--- src/rtl/memory_stage.sv ---
// memory_stage
//   Memory-access pipeline stage. Consumes the Execute stage outputs, runs a
//   data-memory or I/O transaction over a req/ack handshake, pulses the
//   pixel-memory write port, and issues one registered writeback record per
//   operation. While a handshake is outstanding the stage stalls upstream.
//
//   State table
//     state  | meaning
//     IDLE   | accepting ops; plain ops complete here in one cycle
//     ACCESS | dmem/io request outstanding; waiting for ack or timeout
//
// Ports
//   clk, rst                        clock, asynchronous active-low reset
//   in_valid                        Execute outputs valid
//   RegWrite, MemWrite, MemPWrite,
//   IOFlag, MemToReg                controls from Execute
//   ALUResult, WriteData, Rd        address/value, store data, dest register
//   stall                           upstream must hold its inputs
//   mem_addr, mem_wdata             shared address/data for dmem and io
//   dmem_req/we/ack/rdata           data-memory handshake
//   io_req/we/ack/rdata             I/O handshake
//   pmem_we/addr/wdata              pixel-memory write pulse
//   wb_valid, wb_regwrite,
//   wb_rd, wb_data                  writeback record
//   bus_err                         sticky handshake timeout flag

module memory_stage #(
    parameter int TIMEOUT = 16
) (
    input  logic        clk,
    input  logic        rst,
    input  logic        in_valid,
    input  logic        RegWrite,
    input  logic        MemWrite,
    input  logic        MemPWrite,
    input  logic        IOFlag,
    input  logic [1:0]  MemToReg,
    input  logic [31:0] ALUResult,
    input  logic [31:0] WriteData,
    input  logic [3:0]  Rd,
    output logic        stall,
    output logic [31:0] mem_addr,
    output logic [31:0] mem_wdata,
    output logic        dmem_req,
    output logic        dmem_we,
    input  logic        dmem_ack,
    input  logic [31:0] dmem_rdata,
    output logic        io_req,
    output logic        io_we,
    input  logic        io_ack,
    input  logic [31:0] io_rdata,
    output logic        pmem_we,
    output logic [31:0] pmem_addr,
    output logic [31:0] pmem_wdata,
    output logic        wb_valid,
    output logic        wb_regwrite,
    output logic [3:0]  wb_rd,
    output logic [31:0] wb_data,
    output logic        bus_err
);

    localparam int             CW       = $clog2(TIMEOUT) + 1;
    localparam logic [CW-1:0]  CNT_LAST = CW'(TIMEOUT - 1);

    typedef enum logic {
        IDLE   = 1'b0,
        ACCESS = 1'b1
    } state_t;

    state_t        state;
    logic [CW-1:0] cnt;

    // Operation context latched at accept of a handshake op
    logic          io_sel;
    logic          store_l;
    logic          regwrite_l;
    logic [3:0]    rd_l;

    logic          is_store;
    logic          is_load;
    logic          is_hs;
    logic          ack_sel;
    logic [31:0]   rdata_sel;
    logic [31:0]   plain_data;

    assign is_store = MemWrite;
    assign is_load  = !MemWrite && (MemToReg == 2'b01);
    assign is_hs    = is_store || is_load;

    // Only the target chosen at accept may complete the access
    assign ack_sel   = io_sel ? io_ack   : dmem_ack;
    assign rdata_sel = io_sel ? io_rdata : dmem_rdata;

    assign stall = (state == ACCESS);

    // A plain op never has MemToReg=01 (that encoding is a load), so only
    // WriteData vs ALUResult needs selecting here.
    always_comb begin
        plain_data = ALUResult;
        if (MemToReg == 2'b10) begin
            plain_data = WriteData;
        end
    end

    always_ff @(posedge clk or negedge rst) begin
        if (!rst) begin
            state       <= IDLE;
            cnt         <= '0;
            io_sel      <= 1'b0;
            store_l     <= 1'b0;
            regwrite_l  <= 1'b0;
            rd_l        <= '0;
            mem_addr    <= '0;
            mem_wdata   <= '0;
            dmem_req    <= 1'b0;
            dmem_we     <= 1'b0;
            io_req      <= 1'b0;
            io_we       <= 1'b0;
            pmem_we     <= 1'b0;
            pmem_addr   <= '0;
            pmem_wdata  <= '0;
            wb_valid    <= 1'b0;
            wb_regwrite <= 1'b0;
            wb_rd       <= '0;
            wb_data     <= '0;
            bus_err     <= 1'b0;
        end else begin
            wb_valid <= 1'b0;
            pmem_we  <= 1'b0;

            case (state)
                IDLE: begin
                    if (in_valid) begin
                        // Pixel write rides alongside whatever class the op is
                        if (MemPWrite) begin
                            pmem_we    <= 1'b1;
                            pmem_addr  <= ALUResult;
                            pmem_wdata <= WriteData;
                        end

                        if (is_hs) begin
                            state      <= ACCESS;
                            cnt        <= '0;
                            mem_addr   <= ALUResult;
                            mem_wdata  <= WriteData;
                            io_sel     <= IOFlag;
                            store_l    <= is_store;
                            regwrite_l <= RegWrite;
                            rd_l       <= Rd;
                            dmem_req   <= !IOFlag;
                            dmem_we    <= !IOFlag && is_store;
                            io_req     <= IOFlag;
                            io_we      <= IOFlag && is_store;
                        end else begin
                            wb_valid    <= 1'b1;
                            wb_regwrite <= RegWrite;
                            wb_rd       <= Rd;
                            wb_data     <= plain_data;
                        end
                    end
                end

                ACCESS: begin
                    // ack is checked first so it wins over a coincident timeout
                    if (ack_sel) begin
                        state       <= IDLE;
                        dmem_req    <= 1'b0;
                        dmem_we     <= 1'b0;
                        io_req      <= 1'b0;
                        io_we       <= 1'b0;
                        wb_valid    <= 1'b1;
                        wb_rd       <= rd_l;
                        wb_regwrite <= regwrite_l && !store_l;
                        wb_data     <= store_l ? mem_addr : rdata_sel;
                    end else if (cnt == CNT_LAST) begin
                        state       <= IDLE;
                        dmem_req    <= 1'b0;
                        dmem_we     <= 1'b0;
                        io_req      <= 1'b0;
                        io_we       <= 1'b0;
                        bus_err     <= 1'b1;
                        wb_valid    <= 1'b1;
                        wb_rd       <= rd_l;
                        wb_regwrite <= 1'b0;
                        wb_data     <= mem_addr;
                    end else begin
                        cnt <= cnt + 1'b1;
                    end
                end

                default: begin
                    state <= IDLE;
                end
            endcase
        end
    end

endmodule

--- config.mk ---
export PLATFORM = sky130hd
export DESIGN_NAME = memory_stage
export DESIGN_NICKNAME = d
export VERILOG_FILES = /design/src/rtl/memory_stage.sv
export SDC_FILE = /design/constraint.sdc
export NUM_CORES = 1
export LEC_CHECK = 0
export BUFFER_PORTS_ARGS = -buffer_cell sky130_fd_sc_hd__buf_2
export CAP_MARGIN = 20
export CORE_MARGIN = 1.5
export CORE_UTILIZATION = 40
export CTS_CLUSTER_DIAMETER = 80
export DETAILED_ROUTE_END_ITERATION = 10
export GPL_ROUTABILITY_DRIVEN = 1
export GPL_TIMING_DRIVEN = 1
export PLACE_DENSITY = 0.67
export SYNTH_ARGS = -nofsm -noshare
export SYNTH_HDL_FRONTEND = slang
export SYNTH_SLANG_ARGS = --single-unit
export TNS_END_PERCENT = 50
--- constraint.sdc ---
create_clock -name clk -period 2.28 [get_ports clk]
set_clock_uncertainty 0.2 [all_clocks]
set_input_delay 0.228 -clock clk [delete_from_list [all_inputs] [get_ports clk]]
set_output_delay 0.228 -clock clk [all_outputs]
set_load 0.005 [all_outputs]
==> results of run 1 <==
[flip-flops by register name, indices dropped and copies added (netlist names), 4 cells and up]
register / count
cnt: 5
pmem_addr: 32
mem_wdata: 32
wb_data: 32
pmem_wdata: 32
mem_addr: 32
rd_l: 4
wb_rd: 4
[worst paths after layout]
| kind | start | slack [ns] | end |
|---|---|---|---|
| max in group asynchronous | rst | 1.08 | pmem_wdata[20]$_DFFE_PN0P_ |
| max | cnt[0]$_DFFE_PN0P_ | 0.12 | wb_data[7]$_DFFE_PN0P_ |
| min in group asynchronous | rst | 0.15 | pmem_addr[1]$_DFFE_PN0P_ |
| min reg2reg | bus_err$_DFFE_PN0P_ | 0.26 | bus_err$_DFFE_PN0P_ |
| max reg2reg | cnt[0]$_DFFE_PN0P_ | 0.12 | wb_data[7]$_DFFE_PN0P_ |
| min | io_ack | 0.02 | stall$_DFF_PN0_ |
[per-stage QoR]
stage                     hold slack (ns)  power [mW]  area, µm²
after global routing              0.03877       13.05      11640
after floorplan                   -0.2676       6.979       8237
after CTS                        0.004004       12.44      11630
after global placement            0.05994       8.956      10270
after detailed placement          0.06398       9.075      10270
final                             0.02014       12.32      11640
[power by group]
| group | internal (mW) | leakage, nW | total [mW] | switching [mW] |
|---|---|---|---|---|
| clock network | 1.88 | 0.302 | 3.21 | 1.33 |
| logic | 1.96 | 3.28 | 4.02 | 2.06 |
| registers | 4.40 | 2.21 | 5.08 | 0.683 |
[cell usage in the layout, fill, tap and decap left out, drive strengths merged]
| cell | instances |
|---|---|
| mux2 | 64 |
| a21oi | 6 |
| dfrtp | 185 |
| o21ai | 5 |
| a31o | 1 |
| nand2b | 2 |
| nand3 | 5 |
| or2 | 1 |
| nand4b | 1 |
| dlygate4sd3 | 73 |
| o21a | 1 |
| xor2 | 1 |
| bufinv | 4 |
| ha | 3 |
| or3 | 1 |
| inv | 8 |
| buf | 350 |
| a32o | 1 |
| nor2b | 4 |
| nand3b | 1 |
| a21o | 32 |
| nor2 | 3 |
| a22o | 1 |
| o22a | 32 |
| clkinvlp | 2 |
| clkinv | 2 |
| o221ai | 32 |
| o2bb2ai | 2 |
| nor3 | 37 |
| clkbuf | 21 |
| nand2 | 280 |
| diode | 4 |
| mux2i | 5 |
| and3 | 1 |
| a31oi | 33 |
| a21boi | 1 |
| nor3b | 1 |
[critical path, delay by kind of cell, from the launching register on]
kind	cells	cell delay (ns)
flops	1	0.40
buf+inv	2	0.30
simple gates	2	0.52
compound gates	2	0.25
fa+ha+maj	2	0.39
[metal layers]
| metal | up-vias | wire length, µm | global-route usage |
|---|---|---|---|
| li1 | 3577 | - | - |
| met1 | 3716 | 11350 | 0.3227 |
| met2 | 270 | 13320 | 0.4346 |
| met3 | 40 | 1570 | 0.04781 |
| met4 | 0 | 671 | 0.1051 |
| met5 | - | 0 | 0 |
[cells by family after synthesis]
kind of cell / Yosys count
simple gates: 337
flops: 185
compound gates: 147
mux: 69
buf+inv: 67
fa+ha+maj: 3
xor+xnor: 1
[area by class of cell]
class	count	share of cell area
antenna	4	0.0008598
clock buffer	20	0.03837
clock inverter	12	0.01612
inverter	4	0.001290
multi-input combinational	557	0.2889
sequential	185	0.3979
tap	270	0.02902
timing repair buffer	424	0.2275
[what timing repair did]
action | CTS | global route
resized for setup | 0 | 0
hold buffers | 73 | 0
buffers inserted | 0 | 0
hold endpoints to repair | 238 | 0
==> flow_summary.toml, run 1 <==
[placed_design]
portBuffers = 315
routabilityCongestion = 0.7987
dpl.cell_count = 1367
pre_cts_slack_ns = 0.1464
dp_hpwl_um = 18620

[run]
max-cap-violations = 0

[floorplanning]
die_area_um2 = 21460
fp.dieH_um = 146.5
start_util = 0.4071
io_pins = 316
core-area_um2 = 20230
die_w_um = 146.5
rows = 52

[worst_setup_path]
cp_slowest_cell = "dfrtp_1"
crit_path_cell_trace = "ha_1 -> and3_1 -> ha_1 -> inv_1 -> a21boi_4 -> or2_2 -> buf_12 -> a31oi_1"
path_class = "flip-flop to flip-flop"
crit_required_ns = 2.43
critPathLaunchType = "flip-flop"
reg2reg_depth = 8
crit_top_cell = "ha_1"
slowest_delay_ns = 0.40
worstPathMaxFanout = 38
end_kind = "flip-flop"
cp_data_arrival_time_ns = 2.31

[timing]
slew_headroom = 0.6431
finalSetupViolCount = 0
min_period_over_period = 0.9466
finalHoldViolations = 0
fin_ws_ns = 0.1217
rsz0062_at_grt = "no"
fin_setup_tns_ns = 0
final_max_slew_viol_count = 0
worst_pin_slew_ns = 0.5353
period_needed_ns = 2.158
fmax_ghz = 0.4633

[clocking]
cts.sinks = 185
clock_latency_ns = 0.44
cts_htree_levels = 4
clock_path_buffers = 2
clkSlewWorstSetupHoldPaths_ns = 0.07
numCtsBuffers = 17
cts_tree = "done"
cts-root-buf = "clkbuf_16"

[synthesis]
async_flop_share = 1.000
avgSynthCellArea_um2 = 10.18
synth_seq_cells = 185
synth_area_um2 = 8237
muxShareOfSynthArea = 0.09509
synth_top_family_by_area = "simple AND/OR/NAND/NOR gates"
synth-simple-area-share = 0.1645
yosys.area_share.adder = 0.004557
syn_nets = 955
synth.distinct_cells = 38
ys_warn_count = 0
synth_edf_count = 0
synth_compound_area_frac = 0.1367
synth.area.top_cells = "dfrtp_1, nand2_1, mux2_2, o221ai_1, o22a_1"
synth_cells = 809
synth_top_area_share = 0.5621
ys_seq_area_frac = 0.5621
yosysMostFrequentCell = "nand2_1"
synth-xor-area-share = 0.001063
synth_common_cells = "nand2_1, dfrtp_1, mux2_2"
yosysTopAreaCell = "dfrtp_1"
synth_flop_cell = "dfrtp_1"

[power_and_ir_drop]
ir_drop_mv = 0.6389
leakagePower_nw = 5.797
power.density_nw_per_um2 = 1058

[detailed_routing]
drtIter0Drc = 463
route.detailed.drc = 0
num_vias = 7603
via_per_inst = 5.151
ant_nets = 0
firstDrtPassIters = 4
drt_wl_total_um = 26910
wl_per_cell_um = 18.23

[final_layout]
nets = 1335
seq_area_um2 = 4632
synthToLayoutAreaGrowth_pct = 41.33
drive_above_1_share = 0.3827
fillers = 1805
multi_input_area_um2 = 3363
final_util = 0.5753
final_cells = 1476

[hold_path]
hold_depth = 4
min-delay-path-class = "input pin to flip-flop"

[grt]
grt_pass1_wl_um = 42730
antenna_found_initial = 4
overflow = 0
grt_use_total = 0.2564
grt_pass1_vias = 7648
grt_max_degree = 63

[run_status]
outcome = "finished clean"
No activity file was read; power rests on OpenSTA's default activity.
==> inputs of run 2 (changes only) <==
--- a/config.mk
+++ b/config.mk
@@ -13,7 +13,8 @@
 export DETAILED_ROUTE_END_ITERATION = 10
 export GPL_ROUTABILITY_DRIVEN = 1
 export GPL_TIMING_DRIVEN = 1
-export PLACE_DENSITY = 0.67
+export HOLD_SLACK_MARGIN = 0.08
+export PLACE_DENSITY = 0.72
 export SYNTH_ARGS = -nofsm -noshare
 export SYNTH_HDL_FRONTEND = slang
 export SYNTH_SLANG_ARGS = --single-unit
==> run 2 against run 1 <==
  * Largest cell class unchanged
  * Critical path depth unchanged
  * Utilization about the same
  * Largest power group unchanged
  * Via count up 0.43%
  * Sequential share of layout area about the same
==> flow_summary.toml, run 2 (synthesis gave the netlist of run 1 again) <==
[placed_design]
pre_cts_slack_ns = 0.06742
place_area_um2 = 10310
routabilityCongestion = 0.8434
dp_hpwl_um = 18360
portBuffers = 315
dpl.cell_count = 1362

[run_status]
outcome = "finished clean"

[timing]
finalHoldViolations = 0
min_period_over_period = 0.9453
period_needed_ns = 2.155
slew_headroom = 0.6093
rsz0062_at_grt = "yes"
fmax_ghz = 0.4640
worst_pin_slew_ns = 0.5860
hold_ws_ns = 0.1234
finalSetupViolCount = 0
fin_ws_ns = 0.1248
final_max_slew_viol_count = 0

[clocking]
cts_tree = "done"
clkSlewWorstSetupHoldPaths_ns = 0.07
clock_path_buffers = 2
cts.sinks = 185
numCtsBuffers = 17
post_cts_buffers = 0
clock_latency_ns = 0.42
cts-root-buf = "clkbuf_16"
cts_htree_levels = 4

[grt]
grt_use_total = 0.2511
grt_pass1_vias = 7754
antenna_found_initial = 1
grt_max_degree = 68
overflow = 0
grt_pass1_wl_um = 41920

[worst_setup_path]
path_buf_inv = 2
r2r_start = "cnt[0]$_DFFE_PN0P_"
crit_top_cell = "ha_1"
end_kind = "flip-flop"
cp-startpoint = "cnt[0]$_DFFE_PN0P_"
path_class = "flip-flop to flip-flop"
cp_slowest_cell = "dfrtp_1"
crit_path_cell_trace = "ha_1 -> and3_1 -> ha_1 -> inv_1 -> a21boi_4 -> or2_2 -> buf_4 -> a31oi_1"
crit_required_ns = 2.42
slowest_delay_ns = 0.41
crit_family = "simple AND/OR/NAND/NOR gates"
critPathLaunchType = "flip-flop"
reg2reg_slack_ns = 0.12
cp_data_arrival_time_ns = 2.29
worstPathMaxFanout = 13

[floorplanning]
rows = 52
die_area_um2 = 21460
fp.dieH_um = 146.5
die_w_um = 146.5
core-area_um2 = 20230
start_util = 0.4071
io_pins = 316

[power_and_ir_drop]
power.density_nw_per_um2 = 1033
ir_drop_mv = 0.6295
total_power_mw = 12.02
leakagePower_nw = 5.792

[run]
max-cap-violations = 0

[detailed_routing]
ant_nets = 0
route.detailed.drc = 0
drtIter0Drc = 433
firstDrtPassIters = 5
drt_wl_total_um = 26620
via_per_inst = 5.195
wl_per_cell_um = 18.11
num_vias = 7636

[final_layout]
nets = 1332
final_common_cell = "buf_2"
final_cell_mix = "buf_2, nand2_1, dfrtp_1"
final_cells = 1470
synthToLayoutAreaGrowth_pct = 41.38
drive_above_1_share = 0.3812
stdcell_area_um2 = 11640

[hold_path]
min-delay-start = "io_rdata[27]"
min-delay-path-class = "input pin to flip-flop"
-- run 2: area by class of cell --
class                      count  area, µm²
fill                        1758       8589
sequential                   185       4632
multi-input combinational    557       3373
timing repair buffer         421       2714
clock buffer                  18      439.2
tap                          270      337.8
clock inverter                14      131.4
inverter                       4      15.01
antenna                        1      2.502
-- run 2: path summary, 6_finish.rpt --
| path | endpoint | depth (start not counted) |
|---|---|---|
| worst max-delay path | wb_data[19]$_DFFE_PN0P_ | 8 |
| worst min-delay path | wb_data[27]$_DFFE_PN0P_ | 4 |
| worst max register to register | wb_data[19]$_DFFE_PN0P_ | 8 |
| worst min register to register | mem_wdata[2]$_DFFE_PN0P_ | 2 |
| max in group asynchronous | wb_data[16]$_DFFE_PN0P_ | 3 |
| min in group asynchronous | wb_rd[2]$_DFFE_PN0P_ | 2 |
-- run 2: layer usage --
| layer | global-route usage | vias to the layer above | wire length (µm) |
|---|---|---|---|
| met1 | 0.3145 | 3718 | 11000 |
| met3 | 0.04813 | 51 | 1524 |
| met5 | 0 | - | 0 |
| li1 | - | 3563 | - |
| met2 | 0.4332 | 304 | 13350 |
| met4 | 0.08889 | 0 | 746 |
-- run 2: per-stage QoR --
step	utilization	setup TNS, ns
floorplan	-	0
global placement	0.5094	0
detailed placement	0.5094	0
CTS	0.5747	0
global route	0.5755	-0.004770
finish	0.5755	0
-- run 2: worst register-to-register path: stages (launching register included) --
cell      delay [ns]
dfrtp_1         0.41
ha_1            0.22
and3_1          0.20
ha_1            0.18
inv_1           0.11
a21boi_4        0.07
or2_2           0.34
buf_4           0.20
a31oi_1         0.16
-- run 2: power breakdown --
part / switching (mW) / internal [mW]
clock network: 1.40 / 1.48
logic: 2.11 / 1.99
registers: 0.650 / 4.40
-- run 2: repair_timing --
item,CTS,global route
hold endpoints to repair,363,0
gates resized for setup,0,3
hold buffers,75,0
endpoints found under the setup margin,0,10
==> inputs of run 3 (changes only) <==
--- a/config.mk
+++ b/config.mk
@@ -5,7 +5,8 @@
 export SDC_FILE = /design/constraint.sdc
 export NUM_CORES = 1
 export LEC_CHECK = 0
-export BUFFER_PORTS_ARGS = -buffer_cell sky130_fd_sc_hd__buf_2
+export ABC_CLOCK_PERIOD_IN_PS = 2280
+export BUFFER_PORTS_ARGS = -buffer_cell sky130_fd_sc_hd__buf_4
 export CAP_MARGIN = 20
 export CORE_MARGIN = 1.5
 export CORE_UTILIZATION = 40
==> run 3 against run 2 <==
  * Final cell count shrank 0.14%
  * Setup slack got worse by 0.0037 ns
  * Sequential share of layout area decreased by 2.4 points
  * Total power is 6.7% higher
  * Die area is the same
  * Flip-flop and latch count unchanged
  * Clock-buffer cell count up 2
  * Clock power increased by 5%
  * Non-clock buffer count fell by 1
==> flow_summary.toml, run 3 (synthesis gave the netlist of run 1 again) <==
[grt]
overflow = 0
use_met2 = 0.4299
met3_usage = 0.06031
top_usage_layer = "met2"
antenna_found_initial = 0
grt_use_total = 0.2541
grt_max_degree = 69
grt_pass1_wl_um = 42550
met1_usage = 0.3136
grt_pass1_vias = 7847

[final_layout]
fillers = 1660
synthToLayoutAreaGrowth_pct = 50.57
final_util = 0.6129
final_cell_mix = "buf_4, nand2_1, dfrtp_1"
nets = 1331
final_cells = 1468
insertedDiodeCount = 0
drive_above_1_share = 0.3790
final_common_cell = "buf_4"

[clocking]
clkSlewWorstSetupHoldPaths_ns = 0.07
cts_tree = "done"
cts_htree_levels = 4
post_cts_buffers = 0
cts.sinks = 185
clock_path_buffers = 2
numCtsBuffers = 17
cts-root-buf = "clkbuf_16"
clock_latency_ns = 0.43

[run]
max-cap-violations = 0

[worst_setup_path]
slowest_delay_ns = 0.41
crit_path_end = "wb_data[7]$_DFFE_PN0P_"
crit_required_ns = 2.41
path_class = "flip-flop to flip-flop"
cp_data_arrival_time_ns = 2.29
critPathLaunchType = "flip-flop"
reg2reg_slack_ns = 0.12
end_kind = "flip-flop"
rr_endpoint = "wb_data[7]$_DFFE_PN0P_"
crit_top_cell = "ha_1"
worstPathMaxFanout = 25
r2r_start = "cnt[0]$_DFFE_PN0P_"
cp-startpoint = "cnt[0]$_DFFE_PN0P_"
cp_slowest_cell = "dfrtp_1"
crit_path_cell_trace = "ha_1 -> and3_1 -> ha_1 -> inv_1 -> a21boi_4 -> or2_2 -> buf_6 -> a31oi_1"
reg2reg_depth = 8

[timing]
worst_pin_slew_ns = 0.5066
min_period_over_period = 0.9469
fmax_ghz = 0.4632
finalHoldViolations = 0
slew_headroom = 0.6616
finalSetupViolCount = 0
final_max_slew_viol_count = 0
period_needed_ns = 2.159
rsz0062_at_grt = "yes"
fin_setup_tns_ns = 0

[detailed_routing]
num_vias = 7705
drtIter0Drc = 350
firstDrtPassIters = 5
route.detailed.drc = 0
ant_nets = 0
drt_wl_total_um = 27160
via_per_inst = 5.249
wl_per_cell_um = 18.50

[floorplanning]
fp.dieH_um = 146.5
core-area_um2 = 20230
io_pins = 316
die_w_um = 146.5
rows = 52
die_area_um2 = 21460
start_util = 0.4071

[placed_design]
portBuffers = 315
dp_hpwl_um = 18780
dpl.cell_count = 1361
routabilityCongestion = 0.8074

[run_status]
outcome = "finished clean"

[power_and_ir_drop]
power.density_nw_per_um2 = 1034
leakagePower_nw = 6.038
ir_drop_mv = 0.5374

[hold_path]
min-delay-path-class = "input pin to asynchronous set/reset pin"
==> run 3: cell count changes in the layout (fill, tap and decap cells not counted), sizes merged <==
cell	previous run	this run
inv	11	7
clkbuf	19	21
bufinv	0	2
buf	345	344
diode	1	0
==> run 3: area by class of cell <==
cell class                 count  area [µm²]  area share
tap                          270       337.8     0.02724
inverter                       4       15.01    0.001211
multi-input combinational    557        3367      0.2715
clock inverter                12       138.9     0.01120
timing repair buffer         420        3455      0.2786
sequential                   185        4632      0.3735
clock buffer                  20       456.7     0.03682
==> run 3: how the worst min path moves through the flow <==
| stage | startpoint | endpoint | slack (ns) | cells past startpoint |
|---|---|---|---|---|
| after floorplan | rst | bus_err$_DFFE_PN0P_ | -0.27 | 0 |
| after global placement | rst | pmem_addr[0]$_DFFE_PN0P_ | 0.02 | 1 |
| after detailed placement | rst | pmem_addr[0]$_DFFE_PN0P_ | 0.03 | 1 |
| after CTS | dmem_ack | bus_err$_DFFE_PN0P_ | 0.09 | 3 |
| after global routing | dmem_ack | bus_err$_DFFE_PN0P_ | 0.11 | 3 |
| final | rst | pmem_addr[0]$_DFFE_PN0P_ | 0.11 | 2 |
==> run 3: worst max-delay path, delay by kind of cell (launching register included) <==
| family | cells | cell delay [ns] |
|---|---|---|
| and+or+nand+nor | 2 | 0.52 |
| buffers and inverters | 2 | 0.29 |
| adders and majority gates | 2 | 0.39 |
| DFF | 1 | 0.41 |
| AOI/OAI and AO/OA | 2 | 0.25 |
==> run 3: timing repair <==
| item | in CTS | in global routing |
|---|---|---|
| endpoints found under the hold margin | 362 | 0 |
| hold buffers | 75 | 0 |
| resized for setup | 0 | 2 |
| endpoints found under the setup margin | 0 | 8 |
==> run 3: power by group <==
part / internal (mW) / leakage (nW) / switching (mW)
sequential: 4.40 / 2.21 / 0.688
clock: 1.69 / 0.291 / 1.33
combinational: 2.59 / 3.53 / 2.13
total: 8.68 / 6.04 / 4.15
==> run 3: per-stage QoR <==
| stage | cell area [µm²] | power (mW) | setup WS (ns) | hold slack (ns) |
|---|---|---|---|---|
| 2_1_floorplan | 8237 | 6.979 | 0.2873 | -0.2676 |
| 3_3_place_gp | 11050 | 9.625 | 0.1170 | 0.01635 |
| 3_5_place_dp | 11050 | 9.761 | 0.02361 | 0.02537 |
| 4_1_cts | 12390 | 12.92 | 0.01522 | 0.08951 |
| 5_1_grt | 12400 | 13.55 | -0.01134 | 0.1090 |
| 6_report | 12400 | 12.83 | 0.1211 | 0.1063 |
==> run 3: per-layer routing <==
metal  up-vias  share of wire
li1       3565              -
met1      3786           0.41
met2       300           0.50
met3        54          0.058
met4         0          0.031
met5         -              0
